--- config.mk ---
export PLATFORM = sky130hd
export DESIGN_NAME = pc_seq_stack_flat
export DESIGN_NICKNAME = d
export VERILOG_FILES = /design/src/rtl/pc_seq_stack_pkg.sv /design/src/rtl/pc_seq_stack_if.sv /design/src/rtl/pc_ret_stack.sv /design/src/rtl/pc_seq_stack.sv /design/src/flat_wrapper.sv
export SDC_FILE = /design/constraint.sdc
export NUM_CORES = 1
export LEC_CHECK = 0
export CAP_MARGIN = 10
export CORE_ASPECT_RATIO = 1.25
export CORE_MARGIN = 4
export CORE_UTILIZATION = 56
export CTS_BUF_LIST = sky130_fd_sc_hd__clkbuf_16
export DETAILED_ROUTE_END_ITERATION = 10
export PLACE_DENSITY = 0.9
export SLEW_MARGIN = 10
export SYNTH_ARGS = -nofsm -noshare
export SYNTH_HDL_FRONTEND = slang
export SYNTH_SLANG_ARGS = --single-unit
--- constraint.sdc ---
create_clock -name CLK -period 2.8 [get_ports CLK]
set_input_delay 0.56 -clock CLK [delete_from_list [all_inputs] [get_ports CLK]]
set_output_delay 0.56 -clock CLK [all_outputs]
set_load 0.01 [all_outputs]
--- src/rtl/pc_seq_stack_pkg.sv ---
// Shared types and helpers for the program-counter sequencer.
//   pc_op_t  : operation code presented by decode/branch resolution.
//   depth_w  : width needed to count 0..entries return-stack entries.
package pc_pkg;

  typedef enum logic [2:0] {
    PC_NEXT   = 3'd0,
    PC_BRANCH = 3'd1,
    PC_JUMP   = 3'd2,
    PC_CALL   = 3'd3,
    PC_RET    = 3'd4
  } pc_op_t;

  function automatic int unsigned depth_w(input int unsigned entries);
    return $clog2(entries + 1);
  endfunction

endpackage

--- src/rtl/pc_seq_stack_if.sv ---
// Control/status bundle between decode logic and the PC sequencer.
//   master : decode side, drives en/op/dir/offset/target/halt_req, reads status.
//   slave  : sequencer side, drives PC/halt/depth/stack_err.
interface pc_seq_stack_if #(
  parameter int unsigned PC_W        = 10,
  parameter int unsigned OFF_W       = 8,
  parameter int unsigned STACK_DEPTH = 4
);
  import pc_pkg::*;

  localparam int unsigned DEPTH_W = depth_w(STACK_DEPTH);

  logic               en;
  pc_op_t             op;
  logic               dir;
  logic [OFF_W-1:0]   offset;
  logic [PC_W-1:0]    target;
  logic               halt_req;
  logic [PC_W-1:0]    PC;
  logic               halt;
  logic [DEPTH_W-1:0] depth;
  logic               stack_err;

  modport master (
    output en, op, dir, offset, target, halt_req,
    input  PC, halt, depth, stack_err
  );

  modport slave (
    input  en, op, dir, offset, target, halt_req,
    output PC, halt, depth, stack_err
  );

endinterface

--- src/rtl/pc_ret_stack.sv ---
// LIFO return-address stack.
//   CLK, init_n : clock, asynchronous active-low reset (clears the pointer only)
//   push, pop   : push din / discard top; push ignored when full, pop when empty
//   din         : address to push
//   dout        : current top entry (don't-care when empty)
//   depth       : number of valid entries
//   full, empty : status
module pc_ret_stack
  import pc_pkg::*;
#(
  parameter int unsigned WIDTH = 10,
  parameter int unsigned DEPTH = 4,
  localparam int unsigned DW   = depth_w(DEPTH)
) (
  input  logic             CLK,
  input  logic             init_n,
  input  logic             push,
  input  logic             pop,
  input  logic [WIDTH-1:0] din,
  output logic [WIDTH-1:0] dout,
  output logic [DW-1:0]    depth,
  output logic             full,
  output logic             empty
);

  localparam int unsigned AW = (DEPTH > 1) ? $clog2(DEPTH) : 1;

  logic [WIDTH-1:0] mem_q [DEPTH];
  logic [DW-1:0]    ptr_q, ptr_d;
  logic [DW-1:0]    top_ptr;
  logic             do_push, do_pop;

  assign full    = (ptr_q == DW'(DEPTH));
  assign empty   = (ptr_q == '0);
  assign do_push = push && !full;
  assign do_pop  = pop && !empty && !do_push;
  assign top_ptr = ptr_q - 1'b1;
  assign dout    = mem_q[top_ptr[AW-1:0]];
  assign depth   = ptr_q;

  always_comb begin
    ptr_d = ptr_q;
    if (do_push) begin
      ptr_d = ptr_q + 1'b1;
    end else if (do_pop) begin
      ptr_d = ptr_q - 1'b1;
    end
  end

  always_ff @(posedge CLK or negedge init_n) begin
    if (!init_n) begin
      ptr_q <= '0;
    end else begin
      ptr_q <= ptr_d;
    end
  end

  // Contents need no reset: only entries below the pointer are ever read.
  always_ff @(posedge CLK) begin
    if (do_push) begin
      mem_q[ptr_q[AW-1:0]] <= din;
    end
  end

endmodule

--- src/rtl/pc_seq_stack.sv ---
// Parametrised program-counter sequencer with return stack and sticky halt.
//   CLK    : clock, rising edge
//   init_n : asynchronous active-low reset
//   bus    : slave side of pc_seq_stack_if
//            in : en (0 = stall), op, dir (1 = add), offset, target, halt_req
//            out: PC (instruction address), halt, depth, stack_err (all registered)
module pc_seq_stack
  import pc_pkg::*;
#(
  parameter int unsigned PC_W         = 10,
  parameter int unsigned OFF_W        = 8,
  parameter int unsigned STACK_DEPTH  = 4,
  parameter int unsigned RESET_PC     = 0,
  parameter int unsigned HALT_ADDR    = 7,
  parameter bit          HALT_ADDR_EN = 1'b1
) (
  input logic           CLK,
  input logic           init_n,
  pc_seq_stack_if.slave bus
);

  localparam int unsigned DEPTH_W = depth_w(STACK_DEPTH);

  logic [PC_W-1:0]    pc_q, pc_d;
  logic               halt_q, halt_d;
  logic               err_q, err_d;
  logic [PC_W-1:0]    pc_inc;
  logic [PC_W-1:0]    off_ext;
  logic               push, pop;
  logic [PC_W-1:0]    stk_top;
  logic [DEPTH_W-1:0] stk_depth;
  logic               stk_full, stk_empty;

  assign pc_inc  = pc_q + 1'b1;
  assign off_ext = PC_W'(bus.offset);

  pc_ret_stack #(
    .WIDTH (PC_W),
    .DEPTH (STACK_DEPTH)
  ) u_stack (
    .CLK    (CLK),
    .init_n (init_n),
    .push   (push),
    .pop    (pop),
    .din    (pc_inc),
    .dout   (stk_top),
    .depth  (stk_depth),
    .full   (stk_full),
    .empty  (stk_empty)
  );

  always_comb begin
    pc_d   = pc_q;
    halt_d = halt_q;
    err_d  = err_q;
    push   = 1'b0;
    pop    = 1'b0;
    // Once halted everything is frozen until reset.
    if (!halt_q) begin
      if (bus.halt_req) begin
        halt_d = 1'b1;
      end else if (HALT_ADDR_EN && bus.en && (pc_q == PC_W'(HALT_ADDR))) begin
        halt_d = 1'b1;
      end else if (bus.en) begin
        case (bus.op)
          PC_BRANCH: pc_d = bus.dir ? (pc_q + off_ext) : (pc_q - off_ext);
          PC_JUMP:   pc_d = bus.target;
          PC_CALL: begin
            if (!stk_full) begin
              push = 1'b1;
              pc_d = bus.target;
            end else begin
              pc_d  = pc_inc;
              err_d = 1'b1;
            end
          end
          PC_RET: begin
            if (!stk_empty) begin
              pop  = 1'b1;
              pc_d = stk_top;
            end else begin
              pc_d  = pc_inc;
              err_d = 1'b1;
            end
          end
          // NEXT and unassigned codes 5-7 all advance by one.
          default:   pc_d = pc_inc;
        endcase
      end
    end
  end

  always_ff @(posedge CLK or negedge init_n) begin
    if (!init_n) begin
      pc_q   <= PC_W'(RESET_PC);
      halt_q <= 1'b0;
      err_q  <= 1'b0;
    end else begin
      pc_q   <= pc_d;
      halt_q <= halt_d;
      err_q  <= err_d;
    end
  end

  assign bus.PC        = pc_q;
  assign bus.halt      = halt_q;
  assign bus.depth     = stk_depth;
  assign bus.stack_err = err_q;

endmodule

--- src/flat_wrapper.sv ---
// flat-port wrapper written by rule: the top's interface ports become plain ports
module pc_seq_stack_flat import pc_pkg::*;
#(
  parameter int unsigned PC_W         = 10,
  parameter int unsigned OFF_W        = 8,
  parameter int unsigned STACK_DEPTH  = 4,
  parameter int unsigned RESET_PC     = 0,
  parameter int unsigned HALT_ADDR    = 7,
  parameter bit          HALT_ADDR_EN = 1'b1
)
  (CLK, init_n, bus_en, bus_op, bus_dir, bus_offset, bus_target, bus_halt_req, bus_PC, bus_halt, bus_depth, bus_stack_err);
  pc_seq_stack_if #(.PC_W(PC_W), .OFF_W(OFF_W), .STACK_DEPTH(STACK_DEPTH)) bus_i ();
  input logic CLK;
  input logic init_n;
  input wire logic [$bits(bus_i.en)-1:0] bus_en;
  input wire logic [$bits(bus_i.op)-1:0] bus_op;
  input wire logic [$bits(bus_i.dir)-1:0] bus_dir;
  input wire logic [$bits(bus_i.offset)-1:0] bus_offset;
  input wire logic [$bits(bus_i.target)-1:0] bus_target;
  input wire logic [$bits(bus_i.halt_req)-1:0] bus_halt_req;
  output wire logic [$bits(bus_i.PC)-1:0] bus_PC;
  output wire logic [$bits(bus_i.halt)-1:0] bus_halt;
  output wire logic [$bits(bus_i.depth)-1:0] bus_depth;
  output wire logic [$bits(bus_i.stack_err)-1:0] bus_stack_err;
  assign bus_i.en = bus_en;
  assign bus_i.op = bus_op;
  assign bus_i.dir = bus_dir;
  assign bus_i.offset = bus_offset;
  assign bus_i.target = bus_target;
  assign bus_i.halt_req = bus_halt_req;
  assign bus_PC = bus_i.PC;
  assign bus_halt = bus_i.halt;
  assign bus_depth = bus_i.depth;
  assign bus_stack_err = bus_i.stack_err;
  pc_seq_stack #(.PC_W(PC_W), .OFF_W(OFF_W), .STACK_DEPTH(STACK_DEPTH), .RESET_PC(RESET_PC), .HALT_ADDR(HALT_ADDR), .HALT_ADDR_EN(HALT_ADDR_EN)) u_core (.CLK(CLK), .init_n(init_n), .bus(bus_i));
endmodule
==> results_dict.tcl, run 1 <==
set metrics [dict create \
    cts_made_buffers 5 \
    drc 0 \
    initial_core_util_pct 58.3 \
    synth_fa_ha_area_share_pct 7.24 \
    synth-compound-area-share_pct 13.1 \
    fin_hold_ws_ps 472 \
    cts-root-buf "clkbuf_16" \
    hold_buffers 0 \
    status "finished clean" \
    cts_tree "built" \
    seq_area_um2 1580 \
    cts_sinks 55 \
    multi_input_area_um2 1590 \
    top_usage_layer "met2" \
    drive_gt1_share_pct 22.5 \
    period_needed_ps 2750 \
    vias_per_cell 6.68 \
    power.leakage_nw 1.61 \
    fin_crit_sh_pct 98.1 \
    pwr-share-clk_pct 31.1 \
    yosys.area.top_type "edfxtp_1" \
    final_cell_count_no_fill 406 \
    fin_ws_ps 53.4 \
    muxShareOfSynthArea_pct 7.67 \
    core_area_um2 5520 \
    swShare_pct 27.6 \
    row_count 30 \
    max_freq_mhz 364 \
    pwr-share-seq_pct 46.1 \
    fin_skew_ps 5.05 \
    clk_pin_slew_ps 70 \
    cp_max_fo 3 \
    synth_edf_count 40 \
    startpoint_type "input port" \
    synth_flop_cell "edfxtp_1" \
    critPathSlowestCell "clkdlybuf4s50_1" \
    dpl.hpwl_mm 5.88 \
    die-height_um 92.7 \
    area_growth_pct 28.4 \
    synth_top_area_share_pct 37.4 \
    wl_per_cell_um 22.6 \
    antenna_found_initial 0 \
    p_total_mw 2.01 \
    yosysWarnings 0 \
    grt_util_met3_pct 4.89 \
    max_stage_delay_ps 460 \
    grt.overflow.total 0 \
    nets 385 \
    synth_top_family_by_area "compound AO/OA/AOI/OAI gates" \
    maxSlewViolCount 0 \
    stdcell_area_um2 4130 \
    r2r_slack_ps 200 \
    cp_num_buf_inv 1 \
    grtUsageMet2_pct 42.1 \
    synth_seq_area_share_pct 49.0 \
    antenna_cells 0 \
    grtUsageTotal_pct 25.7 \
    syn_nets 310 \
    synth_seq_cells 55 \
    cp.arrival_ps 2950 \
    vias 2714 \
    drt_first_pass_iters 6 \
    slew_headroom_pct 35.5 \
    placed_cell_area_um2 3910 \
    place_inst 397 \
    synthSimpleGateAreaFrac_pct 13.0 \
    grt_first_pass_wirelength_mm 13.2 \
    drtIter0Drc 401 \
    avgSynthCellArea_um2 12.1 \
    drv_cap 0 \
    synthCells 266 \
    grt_pass1_vias 2677 \
    p_sw_mw 0.554 \
    critPathRequiredTime_ps 3010 \
    synth_area_leaders "edfxtp_1 37%, dfrtp_1 12%, mux4_2 7.0%" \
    synth_xor_area_share_pct 6.54 \
    clk_path_buf_depth 2 \
    pin_count 41 \
    grt_start_max_net_pins 19 \
    place_ws_ps -448 \
    p_int_mw 1.46 \
    finalSetupViolCount 0 \
    use_met1_pct 31.5 \
    hold_viol_final 0 \
    end_kind "flop" \
    crit_family "compound AO/OA/AOI/OAI gates" \
    die_x_um 75.8 \
    clk_latency_ps 300 \
    hold_class "flop to flop" \
    yosysUniqueCellTypes 52 \
    globalplace.congestion 0.897 \
    power_density_nw_per_um2 487 \
    combinationalPowerShare_pct 22.8 \
    drt_wl_total_mm 9.20 \
    worst_pin_slew_ps 963 \
    async_flop_share_pct 27.3 \
    port_buffers 40 \
    crit_chain "clkdlybuf4s50_1 -> nor4b_4 -> nor2_1 -> xor2_1 -> ha_1 -> o211ai_1 -> a21oi_2 -> a211oi_2 -> xnor2_1 -> nand2_1 -> a31oi_2" \
    fillers 316 \
    worstSetupPathType "input port to flop" \
    postRouteAntennaNets 0 \
    synth_area_um2 3210 \
    dieArea_um2 7020 \
    ir_drop_mv 0.324 \
    cts-htree-levels 2 \
]
## metal layers
metal / part of all wire (%) / vias up
met4: 4.8 / 0
met3: 9.1 / 48
met5: 0 / -
met2: 50 / 186
li1: - / 1167
met1: 36 / 1313
## synthesized netlist by cell type (all sizes together), types with 3 or more instances
master and n:
nor3 7, xnor2 10, nand3 6, a21oi 15
nand2 18, a222oi 7, a31oi 5, inv 12
buf 8, nand2b 4, and3 6, o21ai 11
dfrtp 15, nor2 23, a221oi 4, mux4 10
edfxtp 40, xor2 14, ha 17, o211ai 3
## flip-flops by register name (all words and copies together) (netlist names)
register	count
u_core.bus.PC	10
u_core.bus.stack_err	1
u_core.bus.halt	1
u_core.u_stack.depth	3
u_core.u_stack.mem_q	40
## layout make-up
type,count,area share (%)
well taps,64,1.94
inverters,12,1.09
flip-flops and latches,55,38.2
multi-input cells,189,38.5
repair buffers,78,16.8
clock inverters,3,0.485
clock buffers,5,3.03
## metrics by stage
step | setup TNS [ps] | utilization, %
after detailed placement | -2130 | 70.8
after floorplan | 0 | -
final | 0 | 74.8
after global placement | -1630 | 70.8
after global routing | -1.82 | 74.8
after CTS | 0 | 73.9
## cell families (layout without fill, tap and decap cells)
| family | after synthesis | after routing |
|---|---|---|
| AOI/OAI and AO/OA | 59 | 59 |
| buffers and inverters | 22 | 98 |
| and+or+nand+nor | 76 | 76 |
| xor gates and xnor gates | 24 | 24 |
| muxes | 12 | 12 |
| adders and majority gates | 18 | 18 |
| DFF | 55 | 55 |
## placed cells by master (no fill, tap or decap), types with 6 or more instances in the layout
master,count
o21ai_0,7
dfrtp_1,15
xor2_1,14
a21oi_1,12
nand2_1,17
inv_1,13
nor2_1,22
buf_4,38
ha_1,16
mux4_2,10
clkdlybuf4s50_1,35
edfxtp_1,40
and3_1,6
a222oi_1,7
xnor2_1,10
## power groups by stage
stage	Clock [mW]	Sequential [mW]	Combinational [mW]
after global placement	0	0.941	0.398
final	0.625	0.926	0.458
after floorplan	0	0.941	0.213
after CTS	0.632	0.924	0.425
after global routing	0.673	0.928	0.487
after detailed placement	0	0.942	0.411
## path summary, 6_finish.rpt
check | end | depth (start not counted) | start
max | u_core.bus.PC[6] | 11 | bus_offset[4]
min | u_core.bus.stack_err | 1 | u_core.bus.stack_err
max reg2reg | u_core.bus.PC[6] | 6 | u_core.u_stack.depth[1]
min reg2reg | u_core.bus.stack_err | 1 | u_core.bus.stack_err
max in group asynchronous | u_core.bus.PC[6] | 1 | init_n
min in group asynchronous | u_core.u_stack.depth[0] | 1 | init_n
## timing repair
action | in CTS | in global routing
pin swaps | 3 | 14
setup buffers | 1 | 0
endpoints found under the setup margin | 4 | 5
gates cloned | 0 | 0
resized for setup | 6 | 13
## worst reg2reg max path, cell delays in order (launching register included)
cell and delay, ps:
dfrtp_1 450, inv_1 130, ha_1 290, a31o_1 260, a221o_1 440, a222oi_1 660
a31oi_2 210
(Power assumes the default switching activity.)
==> inputs of run 2 (changes only) <==
Settings changed: PLACE_DENSITY 0.9 to 0.89, SYNTH_HIERARCHICAL from default to 1.
==> results_dict.tcl, run 2 <==
set metrics [dict create \
    grtUsageTotal_pct 24.7 \
    drv_cap 0 \
    ir_drop_mv 0.418 \
    synth_edf_count 40 \
    synth_seq_area_share_pct 47.6 \
    clk_pin_slew_ps 70 \
    worst_pin_slew_ps 736 \
    vias 2746 \
    cts_sinks 55 \
    postRouteAntennaNets 0 \
    synthCells 288 \
    yosysWarnings 6 \
    cts_made_buffers 5 \
    initial_core_util_pct 57.3 \
    hp-start "u_core/bus.stack_err" \
    power.leakage_nw 1.65 \
    finalSetupViolCount 0 \
    vias_per_cell 6.31 \
    critPathRequiredTime_ps 2970 \
    synth_xor_area_share_pct 5.55 \
    fin_ws_ps 124 \
    fin_hold_ws_ps 504 \
    hold_buffers 0 \
    muxShareOfSynthArea_pct 7.44 \
    final_core_util_pct 73.7 \
    die_x_um 76.8 \
    synth_seq_cells 55 \
    grt_first_pass_wirelength_mm 13.7 \
    fin_crit_sh_pct 95.6 \
    fin_skew_ps 6.62 \
    antenna_found_initial 0 \
    synth_top_family_by_area "simple AND/OR/NAND/NOR gates" \
    grt_pass1_vias 2717 \
    status "finished clean" \
    drtIter0Drc 286 \
    period_needed_ps 2680 \
    clk_latency_ps 290 \
    r2r_slack_ps 310 \
    nets 413 \
    synthSimpleGateAreaFrac_pct 14.8 \
    drive_gt1_share_pct 22.8 \
    synth_area_um2 3310 \
    crit_start "bus_offset[1]" \
    hold_class "flop to flop" \
    grt_start_max_net_pins 18 \
    dieArea_um2 7220 \
    drc 0 \
    cts-root-buf "clkbuf_16" \
    reg2reg_from "u_core/bus.PC[4]" \
    die-height_um 94.0 \
    row_count 31 \
    slew_headroom_pct 50.8 \
    startpoint_type "input port" \
    antenna_cells 0 \
    avgSynthCellArea_um2 11.5 \
    synth_area_leaders "edfxtp_1 36%, dfrtp_1 11%, ha_1 6.8%" \
    hold_viol_final 0 \
    yosysUniqueCellTypes 51 \
    dpl.hpwl_mm 6.24 \
    worstSetupPathType "input port to flop" \
    min_to "u_core/bus.stack_err" \
    place_ws_ps -601 \
    wl_per_cell_um 19.5 \
    yosysMostFrequentCell "edfxtp_1" \
    pin_count 41 \
    fillers 350 \
    hold-path-cell-count 1 \
    async_flop_share_pct 27.3 \
    yosys.area.top_type "edfxtp_1" \
    stdcell_area_um2 4260 \
    synth_fa_ha_area_share_pct 7.40 \
    port_buffers 40 \
    rsz0062_at_grt "no" \
    ff2ff_path_depth 7 \
    power_density_nw_per_um2 501 \
    core_area_um2 5780 \
    synth-compound-area-share_pct 13.7 \
    drt_wl_total_mm 8.48 \
    placed_cell_area_um2 4050 \
    cts_tree "built" \
    globalplace.congestion 0.963 \
    cp.arrival_ps 2850 \
    largest_reg_flops 40 \
    end_kind "flop" \
    ys_top_cells_by_count "40 x edfxtp_1, 20 x nand2_1, 18 x a21oi_1, 18 x ha_1, 18 x nor2_1" \
    maxSlewViolCount 0 \
    synth_flop_cell "edfxtp_1" \
    cp_max_fo 3 \
    max_freq_mhz 374 \
    area_growth_pct 28.5 \
    clk_path_buf_depth 2 \
    grt.overflow.total 0 \
    cts-htree-levels 2 \
    final_cell_mix "40 x buf_4, 40 x edfxtp_1, 34 x clkdlybuf4s50_1, 20 x nand2_1" \
    synth_top_area_share_pct 36.3 \
    drt_first_pass_iters 6 \
    syn_nets 333 \
    r2r_end "u_core/bus.PC[9]" \
]
-- run 2: cell count changes after synthesis, sizes merged, moves of 4 or more --
cell / before / now
and2: 2 / 6
buf: 8 / 4
nor2: 23 / 18
clkbuf: 2 / 6
or3: 2 / 6
-- run 2: how the worst max path moves through the flow --
| stage | end | slack [ps] | cells after the start |
|---|---|---|---|
| after floorplan | u_core/bus.PC[9] | 1 | 10 |
| after global placement | u_core/bus.PC[9] | -540 | 12 |
| after detailed placement | u_core/bus.PC[9] | -600 | 11 |
| after CTS | u_core/bus.PC[9] | 5 | 11 |
| after global routing | u_core/bus.PC[8] | 40 | 15 |
| final | u_core/bus.PC[9] | 120 | 11 |
-- run 2: metrics by stage --
stage / total power [mW] / std cells / TNS [ps]
2_1_floorplan: 1.20 / 288 / 0
3_3_place_gp: 1.40 / 423 / -1860
3_5_place_dp: 1.42 / 423 / -3540
4_1_cts: 2.13 / 434 / 0
5_1_grt: 2.22 / 435 / 0
6_report: 2.13 / 435 / 0
-- run 2: cell type report --
type | instances | area, um^2 | share of cell area [%]
timing repair buffer | 83 | 708 | 16.6
sequential | 55 | 1580 | 37.0
multi-input combinational | 208 | 1670 | 39.1
inverter | 15 | 56.3 | 1.32
tap | 66 | 82.6 | 1.94
clock buffer | 5 | 125 | 2.94
clock inverter | 3 | 42.5 | 0.999
-- run 2: worst max-delay path, stage by stage --
cell and delay (ps):
clkbuf_2 100, buf_6 120, nor4b_4 290, nor2_1 80, xor2_1 200, ha_1 290
and4_1 160, a221o_1 360, a221oi_2 270, a2111oi_2 110, or3_1 300
-- run 2: what timing repair did --
action	4_1_cts	5_1_grt
setup endpoints to repair	3	2
buffers inserted	3	1
gates resized for setup	22	7
pin swaps	12	10
-- run 2: where the power goes --
group / internal [mW] / switching (mW) / leakage (nW) / total [mW]
clock network: 0.422 / 0.278 / 0.0856 / 0.700
registers: 0.908 / 0.0343 / 0.539 / 0.943
logic: 0.249 / 0.242 / 1.03 / 0.491
-- run 2: per-layer routing --
layer	up-vias	global-route usage [%]	share of wire, %
li1	1254	-	-
met4	0	11.3	3.8
met5	-	0	0
met1	1313	27.5	38
met3	34	4.51	5.7
met2	145	45.6	53
-- run 2: cell families (layout without fill, tap and decap cells) --
group,count (synthesis),after routing
XOR/XNOR,21,21
buffers and inverters,25,106
AO/OA/AOI/OAI,64,64
multiplexers,12,12
flip-flops,55,55
adder cells (fa/ha/maj),19,19
AND/OR/NAND/NOR,92,92
==> inputs of run 3 (changes only) <==
Settings changed: ABC_AREA from default to 1, CELL_PAD_IN_SITES_DETAIL_PLACEMENT from default to 1, CELL_PAD_IN_SITES_GLOBAL_PLACEMENT from default to 1, CORE_UTILIZATION 56 to 42.
==> results_dict.tcl, run 3 <==
set metrics [dict create \
    cp.arrival_ps 2850 \
    die_x_um 90.2 \
    row_count 37 \
    largest_reg_flops 40 \
    drive_gt1_share_pct 14.2 \
    crit_start "bus_offset[2]" \
    ys_top_cells_by_count "115 x nand2_1, 63 x inv_1, 41 x nor2_1" \
    synth_flop_cell "edfxtp_1" \
    synth_top_area_share_pct 33.8 \
    top_usage_layer "met2" \
    initial_core_util_pct 43.1 \
    synthCells 434 \
    synth_seq_cells 55 \
    syn_nets 479 \
    ff2ff_path_depth 10 \
    synth_seq_area_share_pct 44.4 \
    grt_util_met3_pct 2.99 \
    cts_setup_buffers 0 \
    power.leakage_nw 2.15 \
    layout_commonest_cell "nand2_1" \
    worstSetupPathType "input port to flop" \
    yosysUniqueCellTypes 38 \
    grtUsageMet2_pct 44.1 \
    grt_pass1_vias 3647 \
    drt_first_pass_iters 4 \
    finalSetupViolCount 0 \
    reg2reg_from "u_core/u_stack/depth[0]" \
    port_buffers 40 \
    maxSlewViolCount 0 \
    fin_skew_ps 8.67 \
    yosys.area.top_type "edfxtp_1" \
    use_met1_pct 22.1 \
    area_growth_pct 24.5 \
    cts_made_buffers 5 \
    core_area_um2 8240 \
    hold-path-cell-count 2 \
    drv_cap 0 \
    final_core_util_pct 53.6 \
    clk_latency_ps 310 \
    clk_pin_slew_ps 80 \
    dpl.hpwl_mm 8.61 \
    synth_area_leaders "edfxtp_1 34%, nand2_1 12%, dfrtp_1 11%" \
    dieArea_um2 10000 \
    synth_area_um2 3550 \
    startpoint_type "input port" \
    ir_drop_mv 0.221 \
    globalplace.congestion 0.876 \
    cts-htree-levels 2 \
    wl_per_cell_um 18.7 \
    status "finished clean" \
    postRouteAntennaNets 0 \
    grt.overflow.total 0 \
    vias 3295 \
    drt_wl_total_mm 11.2 \
    fin_crit_sh_pct 94.3 \
    critPathRequiredTime_ps 3000 \
    cts_sinks 55 \
    p_total_mw 1.72 \
    hold_viol_final 0 \
    cp_max_fo 4 \
    vias_per_cell 5.51 \
    yosysWarnings 6 \
    worst_pin_slew_ps 788 \
    antenna_found_initial 0 \
    period_needed_ps 2640 \
    hold_class "flop to flop" \
    cts-root-buf "clkbuf_16" \
    max_freq_mhz 379 \
    final_cell_mix "111 x nand2_1, 62 x inv_1, 40 x edfxtp_1, 39 x nor2_1, 37 x clkdlybuf4s50_1" \
    nets 545 \
    grtUsageTotal_pct 22.3 \
    hp-start "u_core/bus.halt" \
    grt_first_pass_wirelength_mm 17.7 \
    grt_start_max_net_pins 35 \
    rsz0062_at_grt "no" \
    drtIter0Drc 139 \
    end_kind "flop" \
    yosysMostFrequentCell "nand2_1" \
    slew_headroom_pct 47.3 \
    fin_tns_setup_ps 0 \
    drc 0 \
    synth_edf_count 40 \
    power_density_nw_per_um2 388 \
    die-height_um 111 \
    pin_count 41 \
    hold_buffers 0 \
    clk_path_buf_depth 2 \
    avgSynthCellArea_um2 8.18 \
    async_flop_share_pct 27.3 \
    cts_tree "built" \
    antenna_cells 0 \
]
==> run 3: cell types whose count changed after synthesis, sizes merged, moves of 6 or more <==
| cell | before | now |
|---|---|---|
| a22oi | 0 | 6 |
| clkbuf | 6 | 0 |
| inv | 15 | 74 |
| mux4 | 10 | 0 |
| nand2 | 20 | 119 |
| nand2b | 7 | 0 |
| nand3 | 4 | 28 |
| nor2 | 18 | 43 |
| nor3 | 10 | 3 |
| o211ai | 3 | 21 |
| o21ai | 12 | 6 |
| or3 | 6 | 0 |
| xnor2 | 10 | 2 |
==> run 3: final timing paths <==
kind	endpoint	slack [ps]
hold / removal	u_core/bus.halt	500
setup reg to reg	u_core/u_stack/mem_q[0][0]	590
max in group asynchronous	u_core/u_stack/depth[0]	1600
setup / recovery	u_core/bus.PC[9]	160
hold reg to reg	u_core/bus.halt	500
min in group asynchronous	u_core/bus.stack_err	710
==> run 3: cells by family (layout without fill, tap and decap cells) <==
| logic type | Yosys count | count (layout) | synth area share (%) |
|---|---|---|---|
| AO/OA/AOI/OAI | 67 | 67 | 12.4 |
| AND/OR/NAND/NOR | 200 | 200 | 24.2 |
| adder cells (fa/ha/maj) | 19 | 19 | 6.91 |
| XOR/XNOR | 10 | 10 | 2.68 |
| buffers and inverters | 83 | 150 | 9.41 |
| flip-flops | 55 | 55 | 44.4 |
==> run 3: cell type report <==
type | count | area (um^2)
sequential | 55 | 1580
inverter | 75 | 282
fill | 1017 | 3820
tap | 97 | 121
timing repair buffer | 67 | 611
clock inverter | 3 | 27.5
multi-input combinational | 296 | 1680
clock buffer | 5 | 125
==> run 3: per-stage QoR <==
step                      instances  worst slack [ps]  hold slack [ps]  instance area [um^2]
after global routing            598              5.67              536                  4420
final                           598               159              498                  4420
after global placement          590              -154              449                  4220
after CTS                       598              7.12              505                  4370
after detailed placement        590              -385              487                  4220
after floorplan                 434               471              264                  3550
==> run 3: where the power goes <==
| part | leakage, nW | internal (mW) | switching [mW] |
|---|---|---|---|
| clock | 0.0723 | 0.342 | 0.317 |
| sequential | 0.616 | 0.864 | 0 |
| combinational | 1.46 | 0.0888 | 0.105 |
| total | 2.15 | 1.29 | 0.421 |
==> run 3: layer usage <==
layer  wire [um]  vias to the layer above
met5           0                        -
met4         472                        0
met3         353                       34
met2        6370                       82
met1        3960                     1626
li1            -                     1553
==> run 3: worst max-delay path: stages <==
cell and delay, ps:
clkdlybuf4s50_1 460, nor2_1 160, nand3_1 140, o31ai_1 270, xor2_1 120, ha_1 360, nand2_1 110, nor2_2 150
nand3_1 100, nand3_2 100, nand2_1 60, nand3_1 70, nand3_1 60, nand2_1 80, inv_1 40
==> run 3: what timing repair did <==
action	in CTS	in global routing
pin swaps	0	8
resized for setup	1	18
setup endpoints to repair	2	7
